[src/rtl/iob_split_reg.sv]
// Registered 1-to-N native-bus split: one master request is routed to one slave chosen by
// m_sel or the address MSBs. Includes a per-transaction timeout and error responses for unmapped selects.
module iob_split_reg #(
  parameter int                N_SLAVES  = 2,
  parameter int                ADDR_W    = 32,
  parameter int                DATA_W    = 32,
  parameter int                SEL_W     = 1,
  parameter int                SEL_MODE  = 0,
  parameter int                TIMEOUT   = 255,
  parameter logic [DATA_W-1:0] ERR_RDATA = '0
) (
  input  logic                                                clk,
  input  logic                                                rst,
  input  logic                                                m_valid,
  input  logic [ADDR_W-1:0]                                   m_addr,
  input  logic [DATA_W-1:0]                                   m_wdata,
  input  logic [DATA_W/8-1:0]                                 m_wstrb,
  input  logic [SEL_W-1:0]                                    m_sel,
  output logic [DATA_W-1:0]                                   m_rdata,
  output logic                                                m_ready,
  output logic                                                m_err,
  output logic [N_SLAVES*(1+ADDR_W+DATA_W+DATA_W/8)-1:0]      s_req,
  input  logic [N_SLAVES*(DATA_W+1)-1:0]                      s_resp,
  output logic                                                busy
);
  localparam int STRB_W = DATA_W/8;
  localparam int REQ_W  = 1+ADDR_W+DATA_W+STRB_W;
  localparam int RESP_W = DATA_W+1;
  localparam int N_SEL  = 2**SEL_W;
  localparam int CNT_W  = (TIMEOUT > 2) ? $clog2(TIMEOUT) : 1;
  localparam logic [CNT_W-1:0] CNT_LAST = CNT_W'((TIMEOUT > 0) ? TIMEOUT-1 : 0);
  localparam logic [SEL_W:0]   N_SLV    = (SEL_W+1)'(N_SLAVES);

  typedef enum logic [1:0] {IDLE, REQ, RESP} state_t;

  state_t              state;
  logic [CNT_W-1:0]    cnt;
  logic [SEL_W-1:0]    sel_in;
  logic                sel_ok;
  logic [SEL_W-1:0]    sel_p0;
  logic [ADDR_W-1:0]   req_addr_p0;
  logic [DATA_W-1:0]   req_wdata_p0;
  logic [STRB_W-1:0]   req_wstrb_p0;
  logic [N_SEL-1:0]    s_rdy;
  logic [DATA_W-1:0]   s_rd [N_SEL];

  always_comb begin
    sel_in = m_sel;
    if (SEL_MODE != 0) sel_in = m_addr[ADDR_W-1 -: SEL_W];
  end

  assign sel_ok = {1'b0, sel_in} < N_SLV;
  assign busy   = (state != IDLE);

  // Unpack slave buses; select codes beyond N_SLAVES read as never-ready.
  for (genvar k = 0; k < N_SEL; k++) begin : g_slv
    if (k < N_SLAVES) begin : g_map
      assign s_rdy[k] = s_resp[k*RESP_W];
      assign s_rd[k]  = s_resp[k*RESP_W+1 +: DATA_W];
      assign s_req[k*REQ_W +: REQ_W] = (state == REQ && sel_p0 == SEL_W'(k)) ?
                                       {1'b1, req_addr_p0, req_wdata_p0, req_wstrb_p0} : '0;
    end else begin : g_unmap
      assign s_rdy[k] = 1'b0;
      assign s_rd[k]  = '0;
    end
  end

  // Stage p0: request capture in IDLE (data only, no reset needed)
  always_ff @(posedge clk) begin
    if (state == IDLE && m_valid) begin
      req_addr_p0  <= m_addr;
      req_wdata_p0 <= m_wdata;
      req_wstrb_p0 <= m_wstrb;
    end
  end

  // Control FSM and registered response
  always_ff @(posedge clk or posedge rst) begin
    if (rst) begin
      state   <= IDLE;
      cnt     <= '0;
      sel_p0  <= '0;
      m_rdata <= '0;
      m_ready <= 1'b0;
      m_err   <= 1'b0;
    end else begin
      m_ready <= 1'b0;
      m_err   <= 1'b0;
      case (state)
        IDLE: begin
          cnt <= '0;
          if (m_valid) begin
            if (sel_ok) begin
              sel_p0 <= sel_in;
              state  <= REQ;
            end else begin
              state   <= RESP;
              m_ready <= 1'b1;
              m_err   <= 1'b1;
              m_rdata <= ERR_RDATA;
            end
          end
        end
        REQ: begin
          cnt <= cnt + CNT_W'(1);
          if (s_rdy[sel_p0]) begin
            state   <= RESP;
            m_ready <= 1'b1;
            m_rdata <= s_rd[sel_p0];
          end else if (TIMEOUT != 0 && cnt == CNT_LAST) begin
            state   <= RESP;
            m_ready <= 1'b1;
            m_err   <= 1'b1;
            m_rdata <= ERR_RDATA;
          end
        end
        RESP:    state <= IDLE;
        default: state <= IDLE;
      endcase
    end
  end

endmodule

[config.mk]
export PLATFORM = sky130hd
export DESIGN_NAME = iob_split_reg
export DESIGN_NICKNAME = d
export VERILOG_FILES = /design/src/rtl/iob_split_reg.sv
export SDC_FILE = /design/constraint.sdc
export NUM_CORES = 1
export LEC_CHECK = 0
export CELL_PAD_IN_SITES_DETAIL_PLACEMENT = 1
export CELL_PAD_IN_SITES_GLOBAL_PLACEMENT = 2
export CORE_MARGIN = 5
export CORE_UTILIZATION = 37
export DETAILED_ROUTE_END_ITERATION = 7
export DONT_BUFFER_PORTS = 1
export HOLD_SLACK_MARGIN = 0.15
export PLACE_DENSITY_LB_ADDON = 0.1
export SETUP_SLACK_MARGIN = 0.5
export SLEW_MARGIN = 20
export SYNTH_ARGS = -nofsm -noshare
export SYNTH_HDL_FRONTEND = slang
export SYNTH_SLANG_ARGS = --single-unit
export TNS_END_PERCENT = 10
[constraint.sdc]
create_clock -name clk -period 3.25 [get_ports clk]
set_input_delay 0.65 -clock clk [delete_from_list [all_inputs] [get_ports clk]]
set_output_delay 0.65 -clock clk [all_outputs]
set_load 0.005 [all_outputs]
==> results.md <==
- Initial Util: 0.375
- Commonest non-fill, non-tap cell in the layout: and2_1
- Worst Setup Start Kind: flip-flop
- Total power: 5.97 mW
- Vias: 3,334
- CTS tree: done
- CTS sink cnt: 113
- Clk pin slew, worst setup/hold paths: 60 ps
- IO Pins: 311
- Postcts setup bufs: 0
- Clock latency on the worst-skew pair: 410 ps
- Post-synthesis mux area share: 0.0677
- Sequential share of the synthesized area: 0.585
- Routed Antenna Nets: 0
- Maximum vdd drop: 0.370 mV
- Status: completed
- CP required: 2600 ps
- PD cells: 961 nW/µm²
- Critical path type: reg -> out
- GR Util All Layers: 0.169
- Clock H-tree levels: 4
- Largest fanout on the critical path: 69
- Global Route met3 Usage: 0.0703
- Drt total wl: 15,400 µm
- Vias in the first global route: 3,464
- HPWL Detailed: 11,300 µm
- Inst Count DP: 589
- Yosys cell types: 36
- FF-to-FF setup slack: 1070 ps
- Synth Area in Compound Gates: 0.121
- Gpl congestion: 0.741
- Final design utilization: 0.431
- Final period util: 0.819
- Die area: 17,100 µm²
- Avg Vias per Cell: 5.36
- Syn_nets: 569
- Syn_area_per_cell: 12.6 µm²
- Final min period: 2660 ps
- Met2 Track Usage GR: 0.295
- WL/cell: 24.8 µm
- Hold buffers post-CTS: 0
- Rel. slew slack: 0.443
- Number of antenna violations at the first check in global routing: 0
- Gr busiest metal: met2
- WP data arrival: 2010 ps
- HP Class: in -> async
- Simple-gate share of the synthesized area: 0.186
- Row count: 44
- Count of non-filler cells in the finished layout: 622
- Crit path capture type: primary output
- FMAX: 376 MHz
- Final hold viol count: 0
- Fin. max-slew vios: 0
- Hold_ws: 264 ps
- RSZ-0062 raised after global routing: true
- Largest family of logic cells by synthesized area: simple AND/OR/NAND/NOR gates
- Number of synthesized register bits: 113
- Cell Area, Synth: 5410 µm²
- Leak: 2.38 nW
- XOR/XNOR Fraction of Synth Area: 0
- Ys Warns: 0
- Pin count of the biggest net entering global routing: 70
- Area delta synth->final: 14.8%
- Fin nets: 565
- Post-route DRC: 0
- Slew @ Worst Pin: 835 ps
- GRT overflow: 0
- Setup TNS: 0 ps
- Total CTS buffers: 17
- Core area: 14,400 µm²
- Initial drt markers: 133
- Layout cell share with drive strength beyond 1: 0.183
- First-pass GRT wire length: 21,300 µm
- Maxcap violations: 0
- Worst Clk Skew: 8.45 ps
- Post-Synth Adder-Cell Area: 0.00462
- DIE HEIGHT: 131 µm
- CTS root buf: clkbuf_16
- Commonest cells after routing, fill and taps aside: and2_1 (137), edfxtp_1 (68), dfrtp_1 (44)
- Met1 usage: 0.183
- Syn Inst Count: 429
- Die width: 131 µm
- Clock Path Buffers: 2
- First-pass DRT Iterations: 4
- Ant. Diodes: 0
- Port Buffers: 0
- # setup viols final: 0
-- path summary, 6_finish.rpt --
| path | start | to | cells after the start |
|---|---|---|---|
| worst max-delay path | sel_p0 | s_req[116] | 4 |
| worst min-delay path | rst | m_rdata[8] | 1 |
| worst max register to register | state[1] | m_rdata[2] | 6 |
| worst min register to register | state[1] | state[0] | 2 |
| max in group asynchronous | rst | sel_p0 | 1 |
| min in group clk | m_addr[28] | req_addr_p0[28] | 0 |
-- power by group --
part	internal, mW	leakage [nW]	switching [mW]	total (mW)
combinational	0.697	0.860	1.06	1.75
clock	1.27	0.308	0.623	1.90
sequential	1.99	1.21	0.324	2.32
total	3.96	2.38	2.00	5.97
-- timing repair --
action / in CTS / in global routing
gates resized for setup: 1 / 0
cloned: 0 / 1
pin swaps: 0 / 1
endpoints found under the setup margin: 24 / 48
endpoints found under the hold margin: 0 / 0
-- synth_stat cells, drive strengths merged --
cell type | n | area share
or3 | 2 | 0.0023
nand4 | 1 | 0.0012
nand4b | 1 | 0.0016
buf | 13 | 0.019
nand2b | 3 | 0.0039
nand3 | 4 | 0.0037
nor3 | 1 | 0.0030
or2 | 1 | 0.0012
mux2i | 34 | 0.064
nor2 | 5 | 0.0053
a22o | 3 | 0.0049
edfxtp | 68 | 0.38
o22ai | 32 | 0.072
and2 | 138 | 0.16
o31a | 1 | 0.0016
a21oi | 3 | 0.0028
nor4 | 1 | 0.0012
nand2 | 4 | 0.0028
mux2 | 2 | 0.0042
o21a | 1 | 0.0014
clkbuf | 20 | 0.014
inv | 4 | 0.0028
o211ai | 1 | 0.0014
dfrtp | 45 | 0.21
o21ai | 37 | 0.034
o21bai | 2 | 0.0028
ha | 2 | 0.0046
-- cell type report --
| type | count | area (µm²) |
|---|---|---|
| well taps | 184 | 230 |
| repair buffers | 9 | 109 |
| fillers | 1508 | 8210 |
| flip-flops and latches | 113 | 3170 |
| clock buffers | 26 | 564 |
| inverters | 4 | 16.3 |
| multi-input cells | 280 | 2060 |
| clock inverters | 6 | 60.1 |
-- layer usage --
| metal | share of wire | vias up |
|---|---|---|
| met5 | 0 | - |
| met2 | 0.53 | 184 |
| met3 | 0.10 | 13 |
| li1 | - | 1498 |
| met1 | 0.35 | 1639 |
| met4 | 0.013 | 0 |
-- state kept, by name, summed over array words and instances (netlist names) --
register,count
req_wdata_p0,32
state,2
m_ready,1
m_err,1
req_wstrb_p0,4
m_rdata,32
cnt,8
req_addr_p0,32
sel_p0,1
-- cell families (layout without fill, tap and decap cells) --
kind of cell             after synthesis  after routing
AND/OR/NAND/NOR                      161            162
multiplexers                          36             36
flip-flops                           113            113
AO/OA/AOI/OAI                         80             80
buffers and inverters                 37             45
adder cells (fa/ha/maj)                2              2
-- per-stage QoR --
stage	worst slack, ps	instance area [µm²]
2_1_floorplan	1130	5410
3_3_place_gp	939	5580
3_5_place_dp	902	5580
4_1_cts	513	6200
5_1_grt	462	6210
6_report	588	6210
-- critical path: stages (launching register included) --
cell and delay, ps:
dfrtp_2 690, inv_1 170, nor2_4 130, buf_6 330, and2_1 240
Note: power is estimated with default switching activity, not from simulation.
